File: src/rtl/valid_grant_fifo_if.sv
// Valid/grant handshake bundle for valid_grant_fifo: push side (producer) and pop side (consumer).
// A word moves on a rising edge only when its valid and grant are both high in that cycle.
interface valid_grant_fifo_if #(
    parameter int DATA_WIDTH = 8
);
    logic                  push_valid_i;
    logic [DATA_WIDTH-1:0] push_data_i;
    logic                  push_grant_o;
    logic                  pop_valid_o;
    logic [DATA_WIDTH-1:0] pop_data_o;
    logic                  pop_grant_i;

    // FIFO side of the bundle
    modport slave (
        input  push_valid_i,
        input  push_data_i,
        input  pop_grant_i,
        output push_grant_o,
        output pop_valid_o,
        output pop_data_o
    );

    // Producer/consumer side of the bundle
    modport master (
        output push_valid_i,
        output push_data_i,
        output pop_grant_i,
        input  push_grant_o,
        input  pop_valid_o,
        input  pop_data_o
    );
endinterface

File: src/rtl/valid_grant_fifo.sv
// First-word fall-through FIFO with valid/grant handshakes on both sides, DEPTH entries (any DEPTH >= 2).
// Define FIFO_STATUS_EN to add the level_o / full_o / empty_o status outputs.
module valid_grant_fifo #(
    parameter int DATA_WIDTH = 8,
    parameter int DEPTH      = 4
) (
    input  logic                       clk,
    input  logic                       reset_n,
    valid_grant_fifo_if.slave          bus
`ifdef FIFO_STATUS_EN
    ,
    output logic [$clog2(DEPTH+1)-1:0] level_o,
    output logic                       full_o,
    output logic                       empty_o
`endif
);

    localparam int PTR_W = (DEPTH > 1) ? $clog2(DEPTH) : 1;
    localparam int CNT_W = $clog2(DEPTH + 1);

    localparam logic [PTR_W-1:0] PTR_LAST  = PTR_W'(DEPTH - 1);
    localparam logic [CNT_W-1:0] CNT_FULL  = CNT_W'(DEPTH);
    localparam logic [CNT_W-1:0] CNT_EMPTY = '0;

    logic [DATA_WIDTH-1:0] mem [DEPTH];
    logic [PTR_W-1:0]      wr_ptr;
    logic [PTR_W-1:0]      rd_ptr;
    logic [CNT_W-1:0]      count;

    logic push_grant;
    logic pop_valid;
    logic push_fire;
    logic pop_fire;

    // Grant is held low while reset is asserted even though count already reads zero.
    assign push_grant = reset_n & (count != CNT_FULL);
    assign pop_valid  = (count != CNT_EMPTY);
    assign push_fire  = bus.push_valid_i & push_grant;
    assign pop_fire   = bus.pop_grant_i & pop_valid;

    assign bus.push_grant_o = push_grant;
    assign bus.pop_valid_o  = pop_valid;
    assign bus.pop_data_o   = pop_valid ? mem[rd_ptr] : '0;

    // Storage carries no reset; pop_data_o is masked while the FIFO is empty.
    always_ff @(posedge clk) begin
        if (push_fire) begin
            mem[wr_ptr] <= bus.push_data_i;
        end
    end

    always_ff @(posedge clk or negedge reset_n) begin
        if (!reset_n) begin
            wr_ptr <= '0;
            rd_ptr <= '0;
            count  <= '0;
        end else begin
            if (push_fire) begin
                wr_ptr <= (wr_ptr == PTR_LAST) ? '0 : wr_ptr + 1'b1;
            end
            if (pop_fire) begin
                rd_ptr <= (rd_ptr == PTR_LAST) ? '0 : rd_ptr + 1'b1;
            end
            case ({push_fire, pop_fire})
                2'b10:   count <= count + 1'b1;
                2'b01:   count <= count - 1'b1;
                default: count <= count;
            endcase
        end
    end

`ifdef FIFO_STATUS_EN
    assign level_o = count;
    assign full_o  = (count == CNT_FULL);
    assign empty_o = (count == CNT_EMPTY);
`endif

endmodule

File: src/flat_wrapper.sv
// flat-port wrapper written by rule: the top's interface ports become plain ports
module valid_grant_fifo_flat 
#(
    parameter int DATA_WIDTH = 8,
    parameter int DEPTH      = 4
)
  (clk, reset_n, bus_push_valid_i, bus_push_data_i, bus_pop_grant_i, bus_push_grant_o, bus_pop_valid_o, bus_pop_data_o);
  valid_grant_fifo_if #(.DATA_WIDTH(DATA_WIDTH)) bus_i ();
  input  logic clk;
  input  logic reset_n;
  input wire logic [$bits(bus_i.push_valid_i)-1:0] bus_push_valid_i;
  input wire logic [$bits(bus_i.push_data_i)-1:0] bus_push_data_i;
  input wire logic [$bits(bus_i.pop_grant_i)-1:0] bus_pop_grant_i;
  output wire logic [$bits(bus_i.push_grant_o)-1:0] bus_push_grant_o;
  output wire logic [$bits(bus_i.pop_valid_o)-1:0] bus_pop_valid_o;
  output wire logic [$bits(bus_i.pop_data_o)-1:0] bus_pop_data_o;
  assign bus_i.push_valid_i = bus_push_valid_i;
  assign bus_i.push_data_i = bus_push_data_i;
  assign bus_i.pop_grant_i = bus_pop_grant_i;
  assign bus_push_grant_o = bus_i.push_grant_o;
  assign bus_pop_valid_o = bus_i.pop_valid_o;
  assign bus_pop_data_o = bus_i.pop_data_o;
  valid_grant_fifo #(.DATA_WIDTH(DATA_WIDTH), .DEPTH(DEPTH)) u_core (.clk(clk), .reset_n(reset_n), .bus(bus_i));
endmodule
File: config.mk
export PLATFORM = sky130hd
export DESIGN_NAME = valid_grant_fifo_flat
export DESIGN_NICKNAME = d
export VERILOG_FILES = /design/src/rtl/valid_grant_fifo_if.sv /design/src/rtl/valid_grant_fifo.sv /design/src/flat_wrapper.sv
export SDC_FILE = /design/constraint.sdc
export NUM_CORES = 1
export LEC_CHECK = 0
export ABC_CLOCK_PERIOD_IN_PS = 2600
export CORE_ASPECT_RATIO = 1.4
export CORE_MARGIN = 2
export CORE_UTILIZATION = 53
export CTS_CLUSTER_DIAMETER = 200
export DETAILED_ROUTE_END_ITERATION = 10
export HOLD_SLACK_MARGIN = 0.06
export PLACE_DENSITY = 0.76
export SLEW_MARGIN = 15
export SYNTH_ARGS = -nofsm -noshare
export SYNTH_HDL_FRONTEND = slang
export SYNTH_SLANG_ARGS = --single-unit
File: constraint.sdc
create_clock -name clk -period 2.6 [get_ports clk]
set_input_delay 0.52 -clock clk [delete_from_list [all_inputs] [get_ports clk]]
set_output_delay 0.52 -clock clk [all_outputs]
set_load 0.01 [all_outputs]
Yosys cells after proc, flatten, opt, wreduce, memory -nomap -nowiden
Memories as Yosys holds them, arrays and structs flattened.
Cells that the tools add are included.
Widths: inputs -> output; s select.
{ "classes": {"mux": 6, "bitwise_logic": 3, "reduce_logical": 2, "n_addsub": 4, "eq_ne": 5} }
{ "op_table": {"columns": ["cell", "n"], "rows": [
  ["$mux 8", 1],
  ["$eq 2x2->1 const B", 3],
  ["$pmux 3 s2", 1],
  ["$add 2x1->2 const B", 2],
  ["$mux 2", 2],
  ["$add 3x1->3 const B", 1],
  ["$and 1x1->1", 3],
  ["$ne 3x3->1 const B", 1],
  ["$reduce_bool 3->1", 1],
  ["$sub 3x1->3 const B", 1],
  ["$eq 2x1->1 const B", 1],
  ["$mux 1", 2],
  ["$reduce_bool 2->1", 1]
]} }
{ "totals": {"inputBits": 12, "memories": 1, "register_bits": 7, "ramBits": 32, "output_inout_bits": 10, "word_cells": 24} }
{ "mem_list": {"columns": ["name", "depth", "width", "read_ports", "rd_ports_with_merged_regs", "wr", "line_no", "rtl"], "rows": [
  ["u_core.mem", 4, 8, 1, 0, 1, "valid_grant_fifo.sv:25", "logic [DATA_WIDTH-1:0] mem [DEPTH];"]
]} }

Longest topological paths before layout
Gate-level depths: netlist of the first run.
{ "depth": {"word_depth": 5, "depth_mapped": 9, "ltp_nobuf": 9} }

Least setup slack after synthesis of the first run
No wires, ideal clock.
{ "synth_timing": {"kind": "register to register", "from": "register u_core.count[0]", "to": "register u_core.count[2]", "stages_incl_launch_ff": 10, "path_buffers": 1, "t_required_ns": 2.475, "period_less_slack_ns": 1.956, "setup_slack_ns": 0.644, "setup_ns": 0.125, "t_arrival_ns": 1.831, "path_cell_list": "dfrtp_1 or3_1 buf_6 and2_4 ha_1 inv_1 fa_1 xor2_1 nor2_1 xor2_1"} }
{ "synth_via": {"elab_cells_between_ends": 11, "classes_between": "add/sub (2); eq/ne (3); mux (1); bitwise (3); reduce/logical (2)"} }
{ "synth_rtl": {"columns": ["element", "line_no", "rtl"], "rows": [
  ["from (decl)", "valid_grant_fifo.sv:28", "logic [CNT_W-1:0] count;"],
  ["from (signal assigned)", "valid_grant_fifo.sv:65", "2'b10: count <= count + 1'b1;"],
  ["from (signal assigned)", "valid_grant_fifo.sv:66", "2'b01: count <= count - 1'b1;"],
  ["from (signal assigned)", "valid_grant_fifo.sv:67", "default: count <= count;"],
  ["$reduce_bool 3->1 (*)", "valid_grant_fifo.sv:37", "assign pop_valid = (count != CNT_EMPTY);"],
  ["net bus_pop_valid_o", "flat_wrapper.sv:15", "output wire logic [$bits(bus_i.pop_valid_o)-1:0] bus_pop_valid_o;"],
  ["$and 1x1->1 (*)", "valid_grant_fifo.sv:39", "assign pop_fire = bus.pop_grant_i & pop_valid;"],
  ["net u_core.pop_fire", "valid_grant_fifo.sv:33", "logic pop_fire;"],
  ["$eq 2x1->1 / $eq 2x2->1 (equally long branches)", "valid_grant_fifo.sv:64", "case ({push_fire, pop_fire})"],
  ["$pmux 3 s2 / $reduce_bool 2->1 (equally long branches)", null, null]
]} }
Mark *: on every way through the listed nets, which the timed path passes. The rest lies on a longest branch.
A chain may end at the register's enable or synchronous reset.

Worst setup path after layout of the first run
{ "layout_timing": {"from": "register u_core.count[0]", "to": "output bus_pop_data_o[5]"} }
{ "layout_via": {"elab_chain_cells": 2} }
{ "layout_rtl": {"columns": ["element", "line_no", "rtl"], "rows": [
  ["$reduce_bool 3->1", "valid_grant_fifo.sv:37", null],
  ["$mux 8", "valid_grant_fifo.sv:43", "assign bus.pop_data_o = pop_valid ? mem[rd_ptr] : '0;"],
  ["to (decl)", "flat_wrapper.sv:16", "output wire logic [$bits(bus_i.pop_data_o)-1:0] bus_pop_data_o;"]
]} }
No other way between the ends.

==> flow_summary_export.csv, run 1 <==
group,metric,value,unit
run_status,status,"completed",
clock_tree,insertion_delay,0.28,ns
timing,fmax,0.397,GHz
placement,globalplace.congestion,0.667,
placement,port_buffers,21,
pwr,comb_power_share,39.3,%
critical_path,crit_type,"reg -> out",
clock_tree,clk_path_buf_depth,2,
clock_tree,tritoncts,"yes",
timing,rsz0062_at_grt,"false",
placement,dpl.hpwl,1870,um
grt,overflow,0,
timing,maxSlewViolCount,0,
floorplan,die_area,3630,um2
pwr,power.density,1040,nW/um2
timing,tns,0,ns
clock_tree,cts.clk_slew.worst_paths,0.07,ns
grt,grt_pass1_vias,934,
critical_path,worstSetupStartpointType,"flop",
timing,fin_crit_sh,96.8,%
yosys,avgSynthCellArea,18.2,um2
timing,slew_headroom,69.9,%
cells_and_area,layout_commonest_cell,"edfxtp_1",
floorplan,rows,24,
grt,grt_use_total,16.9,%
detailed_routing,wl_per_cell,16.2,um
clock_tree,cts_sinks,39,
timing,hold_viol,0,
critical_path,crit-reg2reg-launch,"u_core.count[0]",
clock_tree,htreeDepth,2,
critical_path,reg2reg_to,"u_core.count[2]",
detailed_routing,route.detailed.drc,0,
grt,grt_first_pass_wirelength,4200,um
detailed_routing,route.antenna.remaining_nets,0,
critical_path,cp_max_fo,10,
pwr,clkPwrFrac,18.9,%
timing,finClkSkew,0.00483,ns
floorplan,ios,22,
cells_and_area,finalNetCount,140,
timing,min_period,2.52,ns
job,cap_viol_max_count,0,
yosys,synth_cells,92,
clock_tree,postCtsHoldBufs,0,
timing,worstMarginPinSlew,0.451,ns
detailed_routing,first_iter_violations,14,
detailed_routing,dr.pass1.iters,4,
clock_tree,post_cts_resized,0,
cells_and_area,syn_to_final_growth,21.5,%
pwr,vdd_ir_drop_max,0.000765,V
clock_tree,cts_inserted_buffers,5,
clock_tree,clockRootBuffer,"clkbuf_8",
timing,whs,0.428,ns
detailed_routing,routed-via-count,834,
yosys,yosysSeqAreaShare,67.9,%
critical_path,cp_data_arrival_time,2.00,ns
floorplan,die_h,70.5,um
grt,antenna_found_initial,0,
clock_tree,post_cts_buffers,0,
critical_path,r2r_slack,0.42,ns
pwr,p_int,1.52,mW
critical_path,required,2.08,ns
pwr,switching_share,28.6,%
yosys,ys_types,22,
detailed_routing,vias_per_cell,5.18,
critical_path,critPathCaptureType,"output port",
floorplan,core,3060,um2
cells_and_area,drive_gt1_share,26.2,%
yosys,yosys_warnings,0,
floorplan,fp.dieW,51.5,um
cells_and_area,antenna_cells,0,
yosys,synth_nets,111,
yosys,syn_area,1670,um2
pwr,power,2.12,mW
pwr,power.leakage,0.751,nW
critical_path,reg2reg_depth,8,
yosys,synth-seq-cells,39,
detailed_routing,drt_wl_total,2610,um
worst_hold_path,hold_class,"in -> async",
pwr,switchingPower,0.608,mW
grt,grt_max_degree,13,
floorplan,initial_utilization,54.7,%
pwr,pwr-share-seq,41.8,%
cells_and_area,final_cell_mix,"edfxtp_1, clkdlybuf4s50_1, mux4_2, and2_2, dfrtp_1",
timing,setup_violations,0,
==> how the worst max path moves through the flow <==
stage	from	to	slack (ns)
after global placement	reset_n	bus_push_grant_o	0.26
after CTS	u_core.count[0]	bus_pop_data_o[5]	0.06
after global routing	u_core.count[0]	bus_pop_data_o[5]	0.004
after floorplan	u_core.count[0]	u_core.count[2]	0.64
after detailed placement	reset_n	bus_push_grant_o	0.24
final	u_core.count[0]	bus_pop_data_o[5]	0.08
==> kinds of logic (layout without fill, tap and decap cells) <==
| family | after synthesis | in the layout | share of synthesized area, % |
|---|---|---|---|
| compound gates | 2 | 2 | 0.747 |
| xor+xnor | 3 | 3 | 1.57 |
| fa+ha+maj | 7 | 7 | 5.68 |
| buf+inv | 9 | 39 | 2.54 |
| flops | 39 | 39 | 67.9 |
| mux | 13 | 13 | 14.5 |
| simple gates | 19 | 19 | 7.10 |
==> metal layers <==
| metal | GRT usage, % | share of wire (%) |
|---|---|---|
| met1 | 18.0 | 38 |
| met2 | 29.6 | 55 |
| met3 | 5.34 | 4.3 |
| met4 | 7.89 | 2.1 |
| met5 | 0 | 0 |
==> power groups by stage <==
stage	clock network, mW	registers, mW	logic, mW
3_5_place_dp	0	0.901	0.855
2_1_floorplan	0	0.850	0.568
4_1_cts	0.415	0.888	0.855
6_report	0.402	0.888	0.834
3_3_place_gp	0	0.892	0.819
5_1_grt	0.435	0.900	0.919
==> flip-flops by register name, summed over array words and instances (netlist names) <==
register	flops
u_core.wr_ptr	2
u_core.mem	32
u_core.rd_ptr	2
u_core.count	3
==> critical path, stage by stage, from the launching register on <==
cell and delay, ns:
dfrtp_1 0.42, or3_1 0.57, and2_2 0.25, clkdlybuf4s50_1 0.47
==> synthesized netlist by cell type <==
library cell	count	area, um2
nand2_1	1	3.75
and2_2	8	60.1
and2_1	4	25.0
fa_1	1	20.0
nor2_1	4	15.0
buf_2	1	5.00
or3_1	1	6.26
xor2_1	2	17.5
ha_1	6	75.1
mux4_2	8	180
buf_6	1	11.3
a21boi_0	1	7.51
mux2i_1	1	10.0
xnor2_1	1	8.76
clkbuf_1	1	3.75
and2_4	1	8.76
a21oi_1	1	5.00
edfxtp_1	32	961
mux2_4	2	30.0
dfrtp_1	7	175
mux2_2	2	22.5
inv_1	6	22.5
==> through the flow <==
stage / cell area, um2 / setup WS, ns / utilization (%) / std cells
finish: 2030 / 0.0824 / 66.4 / 161
global route: 2030 / 0.00396 / 66.4 / 161
CTS: 2030 / 0.0601 / 66.4 / 161
detailed placement: 1940 / 0.244 / 63.4 / 153
global placement: 1940 / 0.261 / 63.4 / 153
floorplan: 1670 / 0.644 / - / 92
==> area by class of cell <==
type                       count  area (um2)
inverter                       6        22.5
clock inverter                 1        5.00
fill                         240        1030
tap                           39        48.8
multi-input combinational     44         495
clock buffer                   7        86.3
timing repair buffer          25         240
sequential                    39        1140
(Power assumes the default switching activity.)
==> inputs of run 2 (changes only) <==
Settings changed: CORE_MARGIN 2 to 10.
==> run 2 against run 1 <==
Die area is 61% higher. Combinational power is 4.1% lower. Largest power group unchanged. Via count is 0.72% higher. Non-clock buffer count is 1 higher. Worst hold slack worse by 0.011 ns. Count of clock-buffer cells in the layout is 2 lower. First-iteration DRC count is 93% higher. Register-to-register slack better by 0.04 ns.
==> flow_summary_export.csv, run 2 (same netlist as run 1, synthesis figures left out) <==
group,metric,value,unit
clock_tree,cts_inserted_buffers,5,
pwr,power.leakage,0.769,nW
grt,gr-usage-met2,18.6,%
cells_and_area,layout_commonest_cell,"edfxtp_1",
clock_tree,clockRootBuffer,"clkbuf_8",
cells_and_area,top_regs,"u_core.mem (32), u_core.count (3)",
grt,grt_first_pass_wirelength,4730,um
timing,maxSlewViolCount,0,
critical_path,crit_buf_inv,1,
timing,fmax,0.406,GHz
floorplan,fp.dieW,67.5,um
timing,slew_headroom,70.0,%
critical_path,critPathCaptureType,"output port",
detailed_routing,dr.pass1.iters,4,
cells_and_area,drive_gt1_share,27.6,%
timing,setup_violations,0,
timing,min_period,2.46,ns
detailed_routing,vias_per_cell,5.19,
grt,grt_use_total,11.2,%
timing,worstMarginPinSlew,0.450,ns
timing,finClkSkew,0.00211,ns
timing,tns,0,ns
pwr,power.density,1060,nW/um2
critical_path,slowest_delay,0.53,ns
placement,port_buffers,21,
critical_path,cp_max_fo,10,
clock_tree,cts_sinks,39,
timing,rsz0062_at_grt,"false",
cells_and_area,n_fill_cell,225,
cells_and_area,finalNetCount,141,
pwr,vdd_ir_drop_max,0.000640,V
floorplan,ios,22,
worst_hold_path,hold_class,"in -> async",
critical_path,cp_data_arrival_time,1.94,ns
timing,hold_viol,0,
critical_path,worstSetupStartpointType,"flop",
grt,grt_busiest_layer,"met2",
pwr,power,2.18,mW
job,cap_viol_max_count,0,
cells_and_area,regMostFlops,"u_core.mem",
floorplan,rows,24,
detailed_routing,first_iter_violations,27,
critical_path,crit_type,"reg -> out",
clock_tree,clk_path_buf_depth,2,
clock_tree,htreeDepth,2,
clock_tree,cts.clk_slew.worst_paths,0.07,ns
grt,overflow,0,
floorplan,core,3090,um2
placement,globalplace.congestion,0.686,
cells_and_area,post-route-util,66.4,%
clock_tree,postCtsHoldBufs,0,
floorplan,die_h,86.5,um
clock_tree,tritoncts,"yes",
detailed_routing,wl_per_cell,17.3,um
critical_path,required,2.08,ns
cells_and_area,syn_to_final_growth,22.7,%
grt,grt_use_met1,11.4,%
run_status,status,"completed",
cells_and_area,antenna_cells,0,
placement,dpl.hpwl,2060,um
grt,antenna_found_initial,0,
cells_and_area,largest_register_ff_count,32,
grt,grt_use_met3,4.65,%
timing,fin_ws,0.138,ns
detailed_routing,drt_wl_total,2810,um
critical_path,path_cells,"or3_1, and2_2, clkdlybuf4s50_1",
grt,grt_pass1_vias,940,
floorplan,die_area,5840,um2
clock_tree,insertion_delay,0.29,ns
cells_and_area,final_cell_mix,"edfxtp_1, clkdlybuf4s50_1, mux4_2, and2_2",
critical_path,cp_slowest_cell,"or3_1",
detailed_routing,route.detailed.drc,0,
placement,place_ws,0.0830,ns
floorplan,initial_utilization,54.1,%
detailed_routing,routed-via-count,840,
grt,grt_max_degree,13,
critical_path,r2r_slack,0.46,ns
detailed_routing,route.antenna.remaining_nets,0,
critical_path,cpLargestDelayFamily,"simple AND/OR/NAND/NOR gates",
timing,fin_crit_sh,94.7,%
run 2: cell count changes in the layout (fill, tap and decap cells not counted), sizes merged:
cell,change
clkdlybuf4s50,-4
clkbuf,-2
buf,+1
dlygate4sd2,+4
clkinv,+1
bufinv,+1
run 2: per-layer routing:
metal,up-vias,part of all wire [%]
met5,-,0
met4,0,2.1
met3,7,6.2
met2,17,54
met1,419,38
li1,397,-
run 2: power by group:
group,leakage [nW],internal [mW],switching [mW]
sequential,0.372,0.795,0.103
clock,0.0556,0.281,0.197
combinational,0.342,0.485,0.315
run 2: final timing paths:
| kind | from | depth (start not counted) | to |
|---|---|---|---|
| setup / recovery | u_core.count[0] | 3 | bus_pop_data_o[6] |
| hold / removal | reset_n | 1 | u_core.count[2] |
| setup reg to reg | u_core.count[0] | 8 | u_core.count[2] |
| hold reg to reg | u_core.count[2] | 1 | u_core.count[2] |
| max in group asynchronous | reset_n | 2 | u_core.rd_ptr[0] |
| min in group clk | u_core.count[2] | 1 | u_core.count[2] |
run 2: timing repair:
| action | 4_1_cts | 5_1_grt |
|---|---|---|
| cloned | 0 | 0 |
| setup buffers | 1 | 2 |
| gates resized for setup | 5 | 0 |
| setup endpoints to repair | 8 | 4 |
run 2: cell type report:
class / count / area (um2) / area share (%)
well taps: 39 / 48.8 / 2.38
clock inverters: 3 / 38.8 / 1.89
repair buffers: 26 / 243 / 11.8
flip-flops and latches: 39 / 1140 / 55.4
multi-input cells: 44 / 495 / 24.1
inverters: 6 / 22.5 / 1.10
clock buffers: 5 / 68.8 / 3.35
run 2: through the flow:
step | cell area [um2] | hold WS [ns] | instances
2_1_floorplan | 1670 | 0.224 | 92
3_3_place_gp | 1930 | 0.492 | 151
3_5_place_dp | 1930 | 0.502 | 151
4_1_cts | 2040 | 0.403 | 160
5_1_grt | 2050 | 0.407 | 162
6_report | 2050 | 0.417 | 162
==> inputs of run 3 (changes only) <==
Settings changed: CORE_ASPECT_RATIO 1.4 to 0.75, SLEW_MARGIN 15 to 25.
==> run 3 against run 2 <==
Die area down 0.15%. Largest cell class unchanged. Sequential share of layout area is 0.11 points higher. Critical endpoint is now bus_pop_data_o[1]. Largest power group unchanged. Count of clock-buffer cells in the layout grew 2.
==> flow_summary_export.csv, run 3 (same netlist as run 1, synthesis figures left out) <==
group,metric,value,unit
run_status,status,"completed",
cells_and_area,finalNetCount,140,
timing,finClkSkew,0.00198,ns
detailed_routing,drt_wl_total,2870,um
clock_tree,cts.clk_slew.worst_paths,0.07,ns
pwr,power.density,1040,nW/um2
floorplan,fp.dieW,84.9,um
timing,fin_crit_sh,97.2,%
timing,setup_violations,0,
timing,hold_viol,0,
detailed_routing,vias_per_cell,5.19,
pwr,switchingPower,0.626,mW
pwr,comb_power_share,40.3,%
detailed_routing,wl_per_cell,18.0,um
clock_tree,htreeDepth,2,
cells_and_area,drive_gt1_share,25.4,%
detailed_routing,dr.pass1.iters,4,
timing,slew_headroom,68.9,%
cells_and_area,final_cell_mix,"edfxtp_1, clkdlybuf4s50_1, mux4_2, and2_2, dfrtp_1",
pwr,switching_share,29.5,%
pwr,pwr-share-seq,41.9,%
grt,antenna_found_initial,0,
detailed_routing,route.antenna.remaining_nets,0,
placement,port_buffers,21,
clock_tree,cts_sinks,39,
clock_tree,insertion_delay,0.29,ns
timing,worstMarginPinSlew,0.467,ns
clock_tree,clockRootBuffer,"clkbuf_8",
timing,fmax,0.396,GHz
cells_and_area,antenna_cells,0,
timing,min_period,2.53,ns
timing,tns,0,ns
clock_tree,post_cts_buffers,0,
pwr,power.leakage,0.801,nW
critical_path,cp_max_fo,8,
worst_hold_path,hold_class,"in -> async",
floorplan,initial_utilization,56.2,%
timing,maxSlewViolCount,0,
grt,grt_use_total,10.8,%
grt,grt_pass1_vias,884,
floorplan,die_area,5830,um2
clock_tree,postCtsHoldBufs,0,
timing,rsz0062_at_grt,"true",
critical_path,critPathCaptureType,"output port",
detailed_routing,route.detailed.drc,0,
cells_and_area,largest_register_ff_count,32,
clock_tree,clk_path_buf_depth,2,
critical_path,crit_type,"reg -> out",
pwr,vdd_ir_drop_max,0.000504,V
critical_path,required,2.08,ns
detailed_routing,first_iter_violations,61,
clock_tree,tritoncts,"yes",
clock_tree,cts_inserted_buffers,5,
placement,dpl.hpwl,2070,um
critical_path,cp_data_arrival_time,2.01,ns
job,cap_viol_max_count,0,
pwr,p_int,1.50,mW
grt,grt_first_pass_wirelength,4540,um
cells_and_area,syn_to_final_growth,22.3,%
pwr,power,2.13,mW
cells_and_area,regMostFlops,"u_core.mem",
cells_and_area,layout_commonest_cell,"edfxtp_1",
critical_path,worstSetupStartpointType,"flop",
floorplan,ios,22,
pwr,clkPwrFrac,17.8,%
cells_and_area,top_regs,"u_core.mem (32), u_core.count (3)",
detailed_routing,routed-via-count,830,
grt,overflow,0,
grt,grt_max_degree,12,
floorplan,core,2980,um2
clock_tree,post_cts_resized,0,
floorplan,rows,17,
placement,globalplace.congestion,0.677,
floorplan,die_h,68.7,um
run 3: critical path, stage by stage, from the launching register on:
cell and delay [ns]:
dfrtp_1 0.40, buf_12 0.15, mux4_2 0.50, and2_2 0.20
clkdlybuf4s50_1 0.47
run 3: final cells by class:
cell class | instances | area, um2
multi-input combinational | 44 | 495
inverter | 6 | 22.5
clock inverter | 1 | 5.00
sequential | 39 | 1140
fill | 212 | 930
tap | 38 | 47.5
clock buffer | 7 | 76.3
timing repair buffer | 25 | 265
run 3: power by group through the flow:
stage / sequential [mW] / clock (mW) / combinational [mW]
detailed placement: 0.903 / 0 / 0.892
finish: 0.890 / 0.379 / 0.857
global placement: 0.895 / 0 / 0.859
CTS: 0.890 / 0.390 / 0.891
global route: 0.903 / 0.420 / 0.947
floorplan: 0.850 / 0 / 0.568
run 3: metrics by stage:
stage	instance area (um2)	std cells	hold slack (ns)	worst slack (ns)	util [%]
floorplan	1670	92	0.224	0.644	-
global placement	1950	152	0.507	0.270	65.6
detailed placement	1950	152	0.518	0.209	65.6
CTS	2040	160	0.424	0.0326	68.4
global route	2050	160	0.426	-0.00559	68.8
finish	2050	160	0.424	0.0725	68.8
run 3: final timing paths:
path	startpoint	to	slack (ns)	cells after the start
max reg2reg	u_core.count[0]	u_core.count[2]	0.44	8
min	reset_n	u_core.wr_ptr[0]	0.42	1
max in group asynchronous	reset_n	u_core.count[0]	1.86	2
max	u_core.rd_ptr[0]	bus_pop_data_o[1]	0.07	4
min reg2reg	u_core.count[0]	u_core.count[0]	0.53	1
min in group clk	u_core.count[0]	u_core.count[0]	0.53	1
run 3: layer usage:
layer | track usage, % | share of wire, % | routed length (um) | vias up
met5 | 0 | 0 | 0 | -
met4 | 4.92 | 1.6 | 46 | 0
met3 | 5.15 | 5.5 | 159 | 5
met2 | 18.0 | 50 | 1440 | 16
met1 | 11.8 | 43 | 1230 | 415
li1 | - | - | - | 394
